===== config.mk =====
export PLATFORM = sky130hd
export DESIGN_NAME = mp_word_divider
export DESIGN_NICKNAME = d
export VERILOG_FILES = /design/src/rtl/mp_word_divider.sv
export SDC_FILE = /design/constraint.sdc
export NUM_CORES = 1
export LEC_CHECK = 0
export CAP_MARGIN = 20
export CORE_MARGIN = 2
export CORE_UTILIZATION = 57
export CTS_CLUSTER_DIAMETER = 50
export DETAILED_ROUTE_END_ITERATION = 16
export GPL_TIMING_DRIVEN = 0
export PLACE_DENSITY = 0.76
export SETUP_SLACK_MARGIN = 0.2
export SYNTH_ARGS = -nofsm -noshare
export SYNTH_HDL_FRONTEND = slang
export SYNTH_SLANG_ARGS = --single-unit

===== constraint.sdc =====
create_clock -name clk -period 76.8 [get_ports clk]
set_clock_uncertainty 0.1 [all_clocks]
set_input_delay 15.36 -clock clk [delete_from_list [all_inputs] [get_ports clk]]
set_output_delay 15.36 -clock clk [all_outputs]
set_load 0.005 [all_outputs]

===== src/rtl/mp_word_divider.sv =====
// Word-serial multi-precision divider: divides an N-word operand in place by a small
// divisor (MSW first), then optionally adds/subtracts the quotient into an accumulator (LSW first).
module mp_word_divider #(
   parameter int L  = 10,
   parameter int N  = 10,
   parameter int DW = 10,
   localparam int AW = (N > 1) ? $clog2(N) : 1
) (
   input  logic          clk,
   input  logic          rst,
   input  logic          start,
   input  logic [1:0]    op,
   input  logic [DW-1:0] divisor,
   input  logic          clr_acc,
   input  logic          wr_en,
   input  logic [AW-1:0] wr_addr,
   input  logic [L-1:0]  wr_data,
   input  logic          rd_sel,
   input  logic [AW-1:0] rd_addr,
   output logic [L-1:0]  rd_data,
   output logic          busy,
   output logic          done,
   output logic          err,
   output logic [DW-1:0] rem,
   output logic          carry
);

   typedef enum logic [1:0] {S_IDLE, S_DIV, S_ACC, S_FIN} state_t;

   localparam logic [AW-1:0] LAST = AW'(N - 1);

   state_t        state_reg, state_next;
   logic [AW-1:0] cnt_reg;
   logic [DW-1:0] d_reg, r_reg;
   logic [1:0]    op_reg;
   logic          c_reg;

   logic [L-1:0]  opr [N];
   logic [L-1:0]  acc [N];
   logic [L-1:0]  opr_next [N];
   logic [L-1:0]  acc_next [N];

   logic          is_idle, bad_start, cnt_last;
   logic [L-1:0]  opr_cur, acc_cur, q_word, acc_word;
   logic [L+DW-1:0] x, x_div;
   logic [DW-1:0] r_new;
   logic [L:0]    sum, diff;
   logic          c_new;

   assign is_idle   = (state_reg == S_IDLE);
   assign bad_start = (divisor == '0) || (op == 2'd3);
   assign cnt_last  = (cnt_reg == LAST);
   assign busy      = !is_idle;
   assign done      = (state_reg == S_FIN);

   // The same word index serves both phases: it counts up in DIV and down in ACC.
   assign opr_cur = opr[cnt_reg];
   assign acc_cur = acc[cnt_reg];

   assign x      = {r_reg, opr_cur};
   assign x_div  = (L+DW)'(d_reg);
   assign q_word = L'(x / x_div);
   assign r_new  = DW'(x % x_div);

   assign sum      = {1'b0, acc_cur} + {1'b0, opr_cur} + (L+1)'(c_reg);
   assign diff     = {1'b0, acc_cur} - {1'b0, opr_cur} - (L+1)'(c_reg);
   assign acc_word = (op_reg == 2'd1) ? sum[L-1:0] : diff[L-1:0];
   assign c_new    = (op_reg == 2'd1) ? sum[L] : diff[L];

   generate
      for (genvar gi = 0; gi < N; gi++) begin : g_word
         assign opr_next[gi] = (is_idle && wr_en && wr_addr == AW'(gi)) ? wr_data :
                               (state_reg == S_DIV && cnt_reg == AW'(gi)) ? q_word : opr[gi];
         assign acc_next[gi] = (is_idle && clr_acc) ? '0 :
                               (state_reg == S_ACC && cnt_reg == AW'(gi)) ? acc_word : acc[gi];
      end
   endgenerate

   always_ff @(posedge clk or posedge rst) begin
      if (rst) begin
         for (int i = 0; i < N; i++) begin
            opr[i] <= '0;
            acc[i] <= '0;
         end
      end else begin
         for (int i = 0; i < N; i++) begin
            opr[i] <= opr_next[i];
            acc[i] <= acc_next[i];
         end
      end
   end

   always_ff @(posedge clk or posedge rst) begin
      if (rst) begin
         rd_data <= '0;
      end else if (rd_addr <= LAST) begin
         rd_data <= rd_sel ? acc[rd_addr] : opr[rd_addr];
      end else begin
         rd_data <= '0;
      end
   end

   always_ff @(posedge clk or posedge rst) begin
      if (rst) begin
         state_reg <= S_IDLE;
      end else begin
         state_reg <= state_next;
      end
   end

   always_comb begin
      state_next = state_reg;
      case (state_reg)
         S_IDLE: if (start) state_next = bad_start ? S_FIN : S_DIV;
         S_DIV:  if (cnt_last) state_next = (op_reg == 2'd0) ? S_FIN : S_ACC;
         S_ACC:  if (cnt_reg == '0) state_next = S_FIN;
         default: state_next = S_IDLE;
      endcase
   end

   always_ff @(posedge clk or posedge rst) begin
      if (rst) begin
         cnt_reg <= '0;
         d_reg   <= '0;
         r_reg   <= '0;
         op_reg  <= '0;
         c_reg   <= 1'b0;
         err     <= 1'b0;
         rem     <= '0;
         carry   <= 1'b0;
      end else begin
         case (state_reg)
            S_IDLE: begin
               if (start) begin
                  if (bad_start) begin
                     err   <= 1'b1;
                     carry <= 1'b0;
                  end else begin
                     err     <= 1'b0;
                     d_reg   <= divisor;
                     op_reg  <= op;
                     r_reg   <= '0;
                     cnt_reg <= '0;
                  end
               end
            end
            S_DIV: begin
               r_reg <= r_new;
               if (cnt_last) begin
                  rem <= r_new;
                  if (op_reg == 2'd0) begin
                     carry <= 1'b0;
                  end else begin
                     cnt_reg <= LAST;
                     c_reg   <= 1'b0;
                  end
               end else begin
                  cnt_reg <= cnt_reg + AW'(1);
               end
            end
            S_ACC: begin
               c_reg <= c_new;
               if (cnt_reg == '0) begin
                  carry <= c_new;
               end else begin
                  cnt_reg <= cnt_reg - AW'(1);
               end
            end
            default: ;
         endcase
      end
   end

endmodule


Yosys cells after proc, flatten, opt, wreduce, memory -nomap -nowiden. Cells that the tools add are included.

Flip-flop bits (word level): 251. Latch bits: 0. Memory bits (writable): 0. ROM bits: 0. Word-level logic and storage cells: 227. Memories kept: 0.

$add $sub $neg: 6. Multipliers: 0. Div/mod/pow operators: 2. Order comparisons: 3. Eq/ne operators: 32. Shifts and indexed selects: 0. Muxes and demuxes: 81. Bitwise logic cells: 3. Reduce and logical (&&, ||, !) cells: 70.

Operator list (count): $mux W10 (53); $bmux W10 S4 (4); $reduce_bool A2 Y1 (22); $eq A4 B3 Y1 const B (8); $logic_and A1 B1 Y1 (32); $div A20 B10 Y20 (1); $mod A20 B10 Y20 (1); $mux W4 (5); $pmux W10 S2 (1); $eq A4 B2 Y1 const B (4); $eq A4 B4 Y1 const B (4); $pmux W4 S3 (1); $reduce_and A3 Y1 (4); $add A10 B10 Y11 (1); $add A11 B1 Y11 (1); $sub A10 B10 Y11 (1); $sub A11 B1 Y11 (1); $ge A5 B5 Y1 const B (2); $logic_not A10 Y1 (1); $mux W1 (10); $ne A2 B2 Y1 const B (5); $not A4 Y5 (2); $eq A4 B1 Y1 const B (2); $logic_not A4 Y1 (2); 19 further kinds (29).

Logic depth before layout (Yosys ltp). Gate-level depths: netlist of run 1.

Depth after elaboration: 9. Mapped depth: 224. Gate-level depth less buffers: 210.

Least setup slack after synthesis of run 1. Ideal clock, no wire load.

Path type: flip-flop to flip-flop. From: register d_reg[6]. To: register opr[10] in the netlist's numbering. Setup time: 0.129 ns. Arrival time: 43.245 ns. Required time: 76.571 ns. Slack: 33.326 ns. Cell stages (with the launch flop): 215. Clock period less this slack: 43.474 ns. Path through: dfrtp_1 or4_4 nor4_4 nand3_1 nor2b_1 ha_1 o21ai_0 a21oi_1 nand2_1 nand2_1 o21ai_0 ha_1 o211ai_1 nand2_1 o21ai_1 a221oi_1 inv_1 ha_1 [... 179 more ...] buf_6 mux2i_1 fa_1 a21o_1 a21oi_1 nor2_1 nor2_1 o21ai_0 o21ai_0 nand2b_1 a211o_1 a2111o_1 nor4_1 nand3_1 buf_4 buf_2 mux2i_1 o21ai_1.

Cells in the longest elaborated chain, start to end: 3.

Ends and longest elaborated chain: start: declaration (RTL line 34) `logic [DW-1:0] d_reg, r_reg;`; start signal: assignment (RTL line 140) `d_reg <= divisor;`; $div A20 B10 Y20 (RTL line 62) `assign q_word = L'(x / x_div);`; $mux W10 (RTL line 73) `(state_reg == S_DIV && cnt_reg == AW'(gi)) ? q_word : opr[gi];`; $mux W10 (RTL line 72) `assign opr_next[gi] = (is_idle && wr_en && wr_addr == AW'(gi)) ? wr_data :`; end signal: indexed assignment (RTL line 87) `opr[i] <= opr_next[i];`; end: declaration (RTL line 38) `logic [L-1:0] opr [N];`.

Every way passes these cells. The select of a mux whose other input is x is not followed. A chain may end at the register's enable or synchronous reset.

Worst setup path in the final report of run 1.
From: register d_reg[8]. To: register opr[70] in the netlist's numbering.

Same word-level chain as after synthesis.

==> results of run 1 <==
==> worst min-delay path: cells and delay by family, from the launching register on <==
kind	cells	cell delay, ns
AO/OA/AOI/OAI	1	0.06
flip-flops	1	0.35
AND/OR/NAND/NOR	1	0.05
==> path summary, 6_finish.rpt <==
path	end	cells past startpoint	startpoint
max in group asynchronous	acc[26]	3	rst
hold reg to reg	rem[8]	2	rem[8]
setup / recovery	opr[70]	213	d_reg[8]
setup reg to reg	opr[70]	213	d_reg[8]
hold / removal	rem[8]	2	rem[8]
min in group asynchronous	opr[55]	2	rst
==> per-stage QoR <==
step | cell area, um2 | cells
2_1_floorplan | 23700 | 2816
5_1_grt | 25800 | 3449
6_report | 25900 | 3450
4_1_cts | 25800 | 3447
3_3_place_gp | 24900 | 3394
3_5_place_dp | 24900 | 3398
==> cell usage after synthesis, types with 64 or more instances <==
cell / number / share of area, %
mux4_2: 64 / 6.1
o21ai_0: 309 / 6.5
o21a_1: 75 / 2.4
dfrtp_1: 251 / 26
nor3_1: 90 / 1.9
mux2i_1: 107 / 4.5
inv_1: 91 / 1.4
nor2_1: 193 / 3.1
clkbuf_1: 119 / 1.9
nand2_1: 340 / 5.4
nand3_1: 108 / 2.3
mux2_2: 65 / 3.1
ha_1: 190 / 10
a21oi_1: 127 / 2.7
==> final cells by class <==
type                            instances  area [um2]
Multi-Input combinational cell       2303       16400
Inverter                               93         357
Tap cell                              532         666
Timing Repair Buffer                   52         544
Antenna cell                            1        2.50
Clock inverter                         14         120
Sequential cell                       251        6280
Clock buffer                           35         778
Buffer                                169         689
Fill cell                            3511       15100
==> layer usage <==
layer	vias up	GRT usage, %
met4	2	17.0
met1	11200	43.6
met2	1100	59.0
met5	-	0
li1	10600	-
met3	240	5.62
==> logic make-up (layout without fill, tap and decap cells) <==
| family | count (synthesis) | after routing | share of synthesized area, % |
|---|---|---|---|
| buf+inv | 262 | 363 | 4.38 |
| compound gates | 861 | 861 | 23.2 |
| other cells | 0 | 1 | 0 |
| xor+xnor | 91 | 91 | 3.42 |
| flops | 251 | 251 | 26.5 |
| mux | 247 | 247 | 14.3 |
| fa+ha+maj | 195 | 195 | 10.4 |
| simple gates | 909 | 909 | 17.8 |
==> results.sh, run 1 <==
export IMPL_status="finished clean"
export IMPL_cts_resized=0
export IMPL_synthDistinctLibCells=108
export IMPL_synth_edf_count=0
export IMPL_worst_pin_slew_ns=1.01
export IMPL_ant_nets=0
export IMPL_largest_registers="acc x100, opr x100"
export IMPL_grt_pass1_vias=22400
export IMPL_clock_fmax_mhz=18.8
export IMPL_yosys_warnings=0
export IMPL_worstPathArrival_ns=53.46
export IMPL_whs_ns=0.399
export IMPL_fp_row_count=74
export IMPL_worstPathMaxFanout=10
export IMPL_synth_area_mm2=0.0237
export IMPL_clk_pin_slew_ns=0.06
export IMPL_utilization_pct=63.2
export IMPL_cpMaxStageDelayCell="a311oi_1"
export IMPL_cts_buffer_depth=3
export IMPL_place_congestion=0.966
export IMPL_drtIter0Drc=2244
export IMPL_hold_violations=0
export IMPL_start_util_pct=58.0
export IMPL_gr_usage_all_layers_pct=34.9
export IMPL_viasPerCell=6.68
export IMPL_ys_seq_elements=251
export IMPL_post_route_min_period_ns=53.13
export IMPL_synth_main_ff_cell="dfrtp_1"
export IMPL_syn_inst=2816
export IMPL_r2r_slack_ns=23.67
export IMPL_endpoint_kind="flop"
export IMPL_mostFrequentLayoutCell="nand2_1"
export IMPL_htreeDepth=1
export IMPL_die_w_um=208
export IMPL_drv_cap=0
export IMPL_firstDrtPassIters=5
export IMPL_cts_tree="yes"
export IMPL_cts_setup_buffers=0
export IMPL_hpwl_um=58700
export IMPL_wl_per_cell_um=22.4
export IMPL_relSlewSlack_pct=32.2
export IMPL_grt_setup_unrepaired="false"
export IMPL_dieHeight_um=208
export IMPL_top_layer="met5"
export IMPL_hold_path_class="reg -> reg"
export IMPL_ioPinCount=60
export IMPL_yosysSeqAreaShare_pct=26.5
export IMPL_crit_path_start_kind="flop"
export IMPL_ctsHoldBuffers=0
export IMPL_wirelength_um=77100
export IMPL_slew_viol_final=0
export IMPL_place_ws_ns=24.83
export IMPL_grt_pass1_wl_um=122000
export IMPL_routed_wl_met3_um=6220
export IMPL_grt_max_degree=96
export IMPL_overflow=0
export IMPL_die_area_mm2=0.0433
export IMPL_dr_total_vias=23000
export IMPL_area_delta_synth_final_pct=8.93
export IMPL_coreArea_mm2=0.0409
export IMPL_cp_top_family="compound AO/OA/AOI/OAI gates"
export IMPL_worstSetupPathType="reg -> reg"
export IMPL_required_ns=77.13
export IMPL_fin_setup_tns_ns=0
export IMPL_slowest_delay_ns=0.89
export IMPL_met2_wirelength_um=36500
export IMPL_drc=0
export IMPL_async_flop_share_pct=100
export IMPL_ctsRootBufferMaster="clkbuf_16"
export IMPL_cpMostUsedCell="o21a_1"
export IMPL_wl_met1_um=30300
export IMPL_crit_buf_inv=21
export IMPL_grt_antenna_before_repair=1
export IMPL_drive_above_1_share_pct=9.19
export IMPL_setup_viol=0
export IMPL_min_period_over_period_pct=69.2
export IMPL_worst_slack_ns=23.67
export IMPL_final_cell_mix="nand2_1, o21ai_0, dfrtp_1"
export IMPL_syn_avg_cell_area_um2=8.43
export IMPL_clk_latency_ns=0.57
export IMPL_cts_buffers=28
export IMPL_fin_nets=3129
export IMPL_synth_nets=3047
export IMPL_clkSinkCount=251
export IMPL_io_buffers=46
Power of run 1 is left out: the tool's default activity adds up to more than one toggle a clock period on the data nets, which glitch-free logic cannot reach.
==> run 2: changes to the inputs <==
Clock period 76.8 ns to 51.3 ns, I/O delays scaled along.
==> run 2 against run 1 <==
  * Global-route usage about the same
  * Fmax increased by 11%
  * Count of clock-buffer cells in the layout unchanged
==> results.sh, run 2 (same netlist as run 1, synthesis figures left out) <==
export IMPL_r2r_start="d_reg[9]"
export IMPL_fin_nets=3140
export IMPL_fp_row_count=74
export IMPL_io_buffers=46
export IMPL_clk_pin_slew_ns=0.06
export IMPL_clkSinkCount=251
export IMPL_rr_worst_depth=212
export IMPL_worstPathMaxFanout=19
export IMPL_slowest_delay_ns=0.54
export IMPL_drc=0
export IMPL_clk_latency_ns=0.57
export IMPL_min_period_over_period_pct=93.5
export IMPL_die_area_mm2=0.0433
export IMPL_drtIter0Drc=2215
export IMPL_largest_registers="acc x100, opr x100"
export IMPL_worst_pin_slew_ns=1.02
export IMPL_final_cell_area_mm2=0.0261
export IMPL_drive_above_1_share_pct=10.4
export IMPL_startpoint="d_reg[9]"
export IMPL_mostFrequentLayoutCell="nand2_1"
export IMPL_htreeDepth=1
export IMPL_coreArea_mm2=0.0409
export IMPL_viasPerCell=6.68
export IMPL_worstSetupPathType="reg -> reg"
export IMPL_cpMostUsedCell="o21a_1"
export IMPL_relSlewSlack_pct=31.7
export IMPL_wirelength_um=77500
export IMPL_worstPathArrival_ns=48.28
export IMPL_cts_tree="yes"
export IMPL_grt_setup_unrepaired="false"
export IMPL_hold_path_end="rem[8]"
export IMPL_clock_fmax_mhz=20.9
export IMPL_cts_buffers=28
export IMPL_fin_setup_tns_ns=0
export IMPL_grt_max_degree=96
export IMPL_status="finished clean"
export IMPL_reg2reg_to="opr[70]"
export IMPL_firstDrtPassIters=6
export IMPL_crit_path_start_kind="flop"
export IMPL_ctsRootBufferMaster="clkbuf_16"
export IMPL_start_util_pct=58.0
export IMPL_min_from="rem[8]"
export IMPL_grt_antenna_before_repair=1
export IMPL_drv_cap=0
export IMPL_hold_violations=0
export IMPL_place_congestion=0.966
export IMPL_die_w_um=208
export IMPL_overflow=0
export IMPL_hpwl_um=58700
export IMPL_grt_pass1_wl_um=122000
export IMPL_cpMaxStageDelayCell="dfrtp_1"
export IMPL_endpoint_kind="flop"
export IMPL_post_route_min_period_ns=47.94
export IMPL_hold_path_cell_count=2
export IMPL_diodes=0
export IMPL_cts_buffer_depth=3
export IMPL_slew_viol_final=0
export IMPL_area_delta_synth_final_pct=10.1
export IMPL_ioPinCount=60
export IMPL_r2r_slack_ns=3.36
export IMPL_final_cell_mix="nand2_1, o21ai_0, dfrtp_1"
export IMPL_wl_per_cell_um=22.4
export IMPL_dieHeight_um=208
export IMPL_required_ns=51.63
export IMPL_gr_usage_all_layers_pct=34.9
export IMPL_setup_viol=0
export IMPL_grt_pass1_vias=22400
export IMPL_dr_total_vias=23100
export IMPL_postPlaceCellArea_mm2=0.0249
export IMPL_nFillCells=3481
export IMPL_ant_nets=0
export IMPL_hold_path_class="reg -> reg"
## run 2: worst max-delay path by stage
stage	cells past startpoint	to
global route	215	opr[70]
finish	212	opr[70]
CTS	212	opr[70]
global placement	213	opr[30]
detailed placement	213	opr[70]
floorplan	214	opr[10]
## run 2: critical path, delay by kind of cell, from the launching register on
kind	cells	cell delay, ns
flops	1	0.54
fa+ha+maj	19	6.03
mux	7	2.02
buf+inv	19	4.06
simple gates	58	11.74
compound gates	109	23.18
## run 2: area by class of cell
| cell class | count | area (um2) | area share (%) |
|---|---|---|---|
| multi-input cells | 2304 | 16600 | 63.5 |
| clock inverters | 14 | 120 | 0.460 |
| inverters | 93 | 360 | 1.38 |
| plain buffers | 168 | 703 | 2.69 |
| clock buffers | 35 | 778 | 2.98 |
| repair inverters | 1 | 5.00 | 0.0191 |
| flip-flops and latches | 251 | 6280 | 24.0 |
| well taps | 532 | 666 | 2.55 |
| repair buffers | 62 | 619 | 2.37 |
## run 2: per-stage QoR
stage,util (%),std cells,setup WS (ns),hold WS [ns]
finish,63.9,3460,3.36,0.398
detailed placement,60.9,3398,-0.668,0.389
CTS,63.2,3447,0.314,0.402
global route,63.9,3460,0.0478,0.436
floorplan,-,2816,7.83,0.361
global placement,60.7,3394,0.523,0.377
## run 2: routing by layer
metal | track usage, % | vias up | share of wire (%)
met3 | 5.65 | 256 | 7.9
li1 | - | 10600 | -
met1 | 43.6 | 11200 | 39
met4 | 17.2 | 2 | 5.6
met5 | 0 | - | 0.017
met2 | 59.0 | 1077 | 47
## run 2: timing repair
item	CTS	global route
setup buffers	0	10
hold endpoints to repair	0	0
gates resized for setup	5	42
pin swaps	0	6
gates cloned	1	1
hold buffers	0	0
endpoints found under the setup margin	30	40
Power of run 2 is left out for the same reason.
